<file path="config.mk">
export PLATFORM = sky130hd
export DESIGN_NAME = dtree_feature_sequencer
export DESIGN_NICKNAME = d
export VERILOG_FILES = /design/src/rtl/dtree_feature_sequencer.sv
export SDC_FILE = /design/constraint.sdc
export NUM_CORES = 1
export LEC_CHECK = 0
export ABC_AREA = 1
export BUFFER_PORTS_ARGS = -buffer_cell sky130_fd_sc_hd__buf_4
export CORE_UTILIZATION = 55
export DETAILED_ROUTE_END_ITERATION = 10
export PLACE_DENSITY = 0.81
export SKIP_CTS_REPAIR_TIMING = 1
export SLEW_MARGIN = 40
export SYNTH_ARGS = -nofsm -noshare
export SYNTH_HDL_FRONTEND = slang
export SYNTH_SLANG_ARGS = --single-unit
</file>
<file path="constraint.sdc">
create_clock -name clk -period 5.71 [get_ports clk]
set_clock_uncertainty 0.15 [all_clocks]
set_input_delay 0.2855 -clock clk [delete_from_list [all_inputs] [get_ports clk]]
set_output_delay 0.2855 -clock clk [all_outputs]
set_load 0.05 [all_outputs]
</file>
<file path="src/rtl/dtree_feature_sequencer.sv">
// Byte-stream front end for the arrhythmia decision tree: latches the five consumed features,
// waits for the tree to settle, then returns the class on a valid/ready channel.
module dtree_feature_sequencer #(
  parameter int unsigned NUM_FEATURES = 279,
  parameter int unsigned IDX0         = 13,
  parameter int unsigned IDX1         = 27,
  parameter int unsigned IDX2         = 235,
  parameter int unsigned IDX3         = 264,
  parameter int unsigned IDX4         = 278,
  parameter int unsigned SETTLE       = 1,
  parameter int unsigned CNT_W        = 16
) (
  input  logic             clk,
  input  logic             rst,
  input  logic             s_valid,
  output logic             s_ready,
  input  logic [7:0]       s_data,
  input  logic             s_last,
  output logic [7:0]       feat0,
  output logic [7:0]       feat1,
  output logic [7:0]       feat2,
  output logic [7:0]       feat3,
  output logic [7:0]       feat4,
  input  logic [4:0]       class_in,
  output logic             m_valid,
  input  logic             m_ready,
  output logic [4:0]       m_class,
  output logic             m_error,
  output logic [CNT_W-1:0] rec_count
);

  localparam int unsigned IDX_W = (NUM_FEATURES > 1) ? $clog2(NUM_FEATURES) : 1;
  localparam int unsigned SET_W = (SETTLE > 1) ? $clog2(SETTLE) : 1;

  localparam logic [IDX_W-1:0] LAST_IDX = IDX_W'(NUM_FEATURES - 1);
  localparam logic [SET_W-1:0] SET_LAST = SET_W'(SETTLE - 1);
  localparam logic [4:0][IDX_W-1:0] IDX_TAB = {IDX_W'(IDX4), IDX_W'(IDX3), IDX_W'(IDX2),
                                               IDX_W'(IDX1), IDX_W'(IDX0)};

  typedef enum logic [1:0] {StLoad, StDrain, StSettle, StHold} state_e;

  state_e            state_q, state_d;
  logic [IDX_W-1:0]  idx_q, idx_d;
  logic [SET_W-1:0]  cnt_q, cnt_d;
  logic [4:0][7:0]   feat_q, feat_d;
  logic              err_q, err_d;
  logic              m_valid_q, m_valid_d;
  logic [4:0]        m_class_q, m_class_d;
  logic              m_error_q, m_error_d;
  logic [CNT_W-1:0]  rec_count_q, rec_count_d;
  logic              xfer;

  always_ff @(posedge clk) begin
    if (rst) begin
      state_q     <= StLoad;
      idx_q       <= '0;
      cnt_q       <= '0;
      feat_q      <= '0;
      err_q       <= 1'b0;
      m_valid_q   <= 1'b0;
      m_class_q   <= '0;
      m_error_q   <= 1'b0;
      rec_count_q <= '0;
    end else begin
      state_q     <= state_d;
      idx_q       <= idx_d;
      cnt_q       <= cnt_d;
      feat_q      <= feat_d;
      err_q       <= err_d;
      m_valid_q   <= m_valid_d;
      m_class_q   <= m_class_d;
      m_error_q   <= m_error_d;
      rec_count_q <= rec_count_d;
    end
  end

  assign s_ready = !rst && ((state_q == StLoad) || (state_q == StDrain));
  assign xfer    = s_valid && s_ready;

  always_comb begin
    state_d     = state_q;
    idx_d       = idx_q;
    cnt_d       = cnt_q;
    feat_d      = feat_q;
    err_d       = err_q;
    m_valid_d   = m_valid_q;
    m_class_d   = m_class_q;
    m_error_d   = m_error_q;
    rec_count_d = rec_count_q;

    case (state_q)
      StLoad: begin
        if (xfer) begin
          for (int k = 0; k < 5; k++) begin
            if (idx_q == IDX_TAB[k]) feat_d[k] = s_data;
          end
          if (s_last) begin
            err_d   = (idx_q != LAST_IDX);
            cnt_d   = '0;
            state_d = StSettle;
          end else if (idx_q == LAST_IDX) begin
            // Record too long: flag it and swallow bytes until s_last.
            err_d   = 1'b1;
            state_d = StDrain;
          end else begin
            idx_d = idx_q + 1'b1;
          end
        end
      end
      StDrain: begin
        if (xfer && s_last) begin
          cnt_d   = '0;
          state_d = StSettle;
        end
      end
      StSettle: begin
        if (cnt_q == SET_LAST) begin
          m_class_d = class_in;
          m_error_d = err_q;
          m_valid_d = 1'b1;
          state_d   = StHold;
        end else begin
          cnt_d = cnt_q + 1'b1;
        end
      end
      StHold: begin
        if (m_ready) begin
          m_valid_d = 1'b0;
          feat_d    = '0;
          err_d     = 1'b0;
          idx_d     = '0;
          if (rec_count_q != '1) rec_count_d = rec_count_q + 1'b1;
          state_d   = StLoad;
        end
      end
      default: state_d = StLoad;
    endcase
  end

  assign feat0     = feat_q[0];
  assign feat1     = feat_q[1];
  assign feat2     = feat_q[2];
  assign feat3     = feat_q[3];
  assign feat4     = feat_q[4];
  assign m_valid   = m_valid_q;
  assign m_class   = m_class_q;
  assign m_error   = m_error_q;
  assign rec_count = rec_count_q;

endmodule
</file>
==> results by group <==
Outcome
  • Outcome: finished, violations left
  • Failing checks: design-rule violations

Worst setup path
  • Crit end category: register
  • Crit-path cells: ha_1, inv_1, or2_1, nand3_4, nor2_2, inv_1, nor2_1, nor2_1
  • Worst-path fanout max: 13
  • Slowest stage delay, CP: 0.36 ns
  • Worst R2R Setup Slack: ~3.2 ns
  • Worst EP arrival: 2.55 ns
  • Crit path buf inv count: 2
  • CP startpoint kind: register
  • Critical path class: register to register
  • Critical path origin: state_q[0]
  • WP depth: 8
  • Crit path required time: 5.80 ns
  • Cells on worst reg2reg path: 8
  • CP max-delay cell: inv_1
  • Critical register-to-register path startpoint: state_q[0]
  • Family with the most delay on the worst path: simple AND/OR/NAND/NOR gates

Synthesis
  • Syn avg cell area: around 6.6 µm²
  • Prevailing post-synth register cell: dfxtp_1
  • Distinct cells, synth: 25
  • Syn Inst Count: 567
  • Area leader, netlist: dfxtp_1
  • Seq cells post-synth: 75
  • Post-synth EDFFs: 0
  • Ys async rst share: 0%
  • Yosys top cell area share: 40.3%
  • Synth Net Count: ~600
  • Sequential area share after synthesis: between 40% and 50%
  • Synth area leaders: dfxtp_1, nand2_1, nor2_1, inv_1, o21ai_0
  • Yosys warns: 0
  • Synth Cell Area: 3730 µm²

Job
  • Total of max-cap violations: 0

Routing
  • Routed Wire Length: 9100 µm
  • DRC marker count from the first detailed-route iteration: 220
  • DR WL/cell: 12.6 µm
  • DR pass1 iterations: 10
  • Antenna Nets Post-Route: 0
  • DRC: 5
  • DR vias/cell: roughly 5.1
  • Total number of vias: 3684

Clock network
  • Clock latency at the later pin of the worst-skew pair: between 0.3 and 0.4 ns
  • CTS sink cnt: 75
  • Num CTS Buffers: 9
  • Clock root buffer: clkbuf_8
  • TritonCTS clock tree: yes
  • CTS clock-pin slew for the worst setup and hold paths: around 0.08 ns
  • Htree depth: 3
  • CTS max path bufs: 2

Final layout
  • Area grow syn2layout: 22.0%
  • Layout Cells excl Fill: 722
  • Fillers: 566
  • Ant diodes: 0
  • Register Area: 1500 µm²
  • Fraction of layout cells with a size suffix above 1: 17.2%
  • Footprint of the multi-input gates: 1890 µm²
  • Post-layout util: 70.4%
  • Nets: 668

Worst hold path
  • Depth of the worst hold-timing path: 3
  • Hold Crit Start: class_in[0]
  • Hold Crit Class: primary input to register

Place
  • HPWL after DPL: about 6400 µm
  • GPL Wtd Cong: just over 0.8
  • Port Buffers: about 80
  • Inst Count DP: between 700 and 800
  • Post-placement setup slack: around 3.3 ns

Floorplanning
  • Core footprint: 6460 µm²
  • Starting Density: 57.7%
  • # rows: 29
  • Die Wd: 84.3 µm
  • Die H: 84.3 µm
  • DIE AREA: 7110 µm²
  • Number of I/O pins: approximately 80

Timing
  • WHS: 0.0102 ns
  • Fmax: between 400 and 500 MHz
  • Relative slew slack: 66.4%
  • Min Tclk post-route: 2.47 ns
  • Unrepaired setup endpoints after global routing: false
  • Setup violations, final: 0
  • Final WS setup: 3.24 ns
  • Fin crit share: 43.2%
  • Final Hold Vio Count: 0
  • Slew Limit Fails: 0
  • Worst Max-Slew Pin Slew: 0.504 ns
  • Setup_tns: 0 ns

GRT
  • Largest net degree at the start of global routing: 57
  • Initial antenna violation count: 0
  • First-pass GRT wire length: between 15000 and 20000 µm
  • GRT Total Usage: 26.7%
  • Vias in the first global route: 3454
  • Remaining global-route overflow: 0

Power and ir drop
  • PD cells: between 400 and 500 nW/µm²
  • Peak VDD IR: 374 µV
  • Leak Pwr: roughly 0.0021 µW
==> report_power, final <==
part	switching (µW)	leakage (µW)	internal (µW)	total [µW]
Sequential	72.4	0.000610	647	719
Clock	212	0.000117	263	475
Combinational	770	0.00142	287	1060
==> Yosys cell counts (4+ instances only) <==
cell        n
a21oi_1    24
dfxtp_1    75
nand2_1   146
buf_2       4
nand3_1    27
buf_6       4
ha_1       10
nand4_1     5
clkbuf_1    7
o21ai_0    37
nor2_4      4
xor2_1      5
buf_4       4
nor2_1    144
inv_1      54
==> flip-flops by register name, summed over array words and instances (netlist names) <==
name	flops
err_q	1
feat0	8
feat1	8
feat2	8
feat3	8
feat4	8
idx_q	9
m_class	5
m_error	1
m_valid	1
rec_count	16
state_q	2
==> per-layer routing <==
metal,wire (µm),up-vias,part of all wire [%],global-route usage [%]
li1,-,1887,-,-
met1,4090,1675,45,34.2
met2,4440,109,49,44.6
met3,456,13,5.0,5.70
met4,116,0,1.3,9.87
met5,0,-,0,0
==> worst register-to-register path: stages (launching register included) <==
cell	delay, ns
dfxtp_1	0.34
ha_1	0.33
inv_1	0.36
or2_1	0.27
nand3_4	0.16
nor2_2	0.35
inv_1	0.19
nor2_1	0.14
nor2_1	0.07
==> path summary, 6_finish.rpt <==
path	endpoint
setup / recovery	feat0[2]
hold / removal	m_class[0]
setup reg to reg	feat0[2]
hold reg to reg	m_error
==> cell usage in the layout, fill, tap and decap left out <==
cell and n:
a21oi_1 24, buf_4 82, bufinv_16 2, clkbuf_8 10, clkinv_4 2, dfxtp_1 75
ha_1 10, inv_1 54, inv_2 2, inv_6 2, nand2_1 146, nand2_2 3
nand2_4 1, nand3_1 27, nand3_4 1, nand4_1 5, nor2_1 144, nor2_2 2
nor2_4 4, o21a_1 1, o21ai_0 37, o21bai_1 2, or2_1 1, xnor2_1 3
xor2_1 5
==> logic make-up after synthesis <==
| family | share of synthesized area, % |
|---|---|
| flops | 40.3 |
| fa+ha+maj | 3.36 |
| xor+xnor | 1.88 |
| buf+inv | 9.00 |
| compound gates | 8.80 |
| simple gates | 36.7 |
==> final cells by class <==
type	instances	share of cell area [%]
Multi-Input combinational cell	416	41.6
Sequential cell	75	33.0
Timing Repair Buffer	82	13.5
Inverter	56	4.62
Clock buffer	10	3.03
Tap cell	77	2.12
Clock inverter	6	2.09
==> through the flow <==
stage | instance area, µm² | power [µW]
final | 4550 | 2250
after detailed placement | 4310 | 1780
after CTS | 4550 | 2260
after floorplan | 3730 | 1520
after global routing | 4550 | 2380
after global placement | 4310 | 1760
Note: power is estimated with default switching activity, not from simulation.
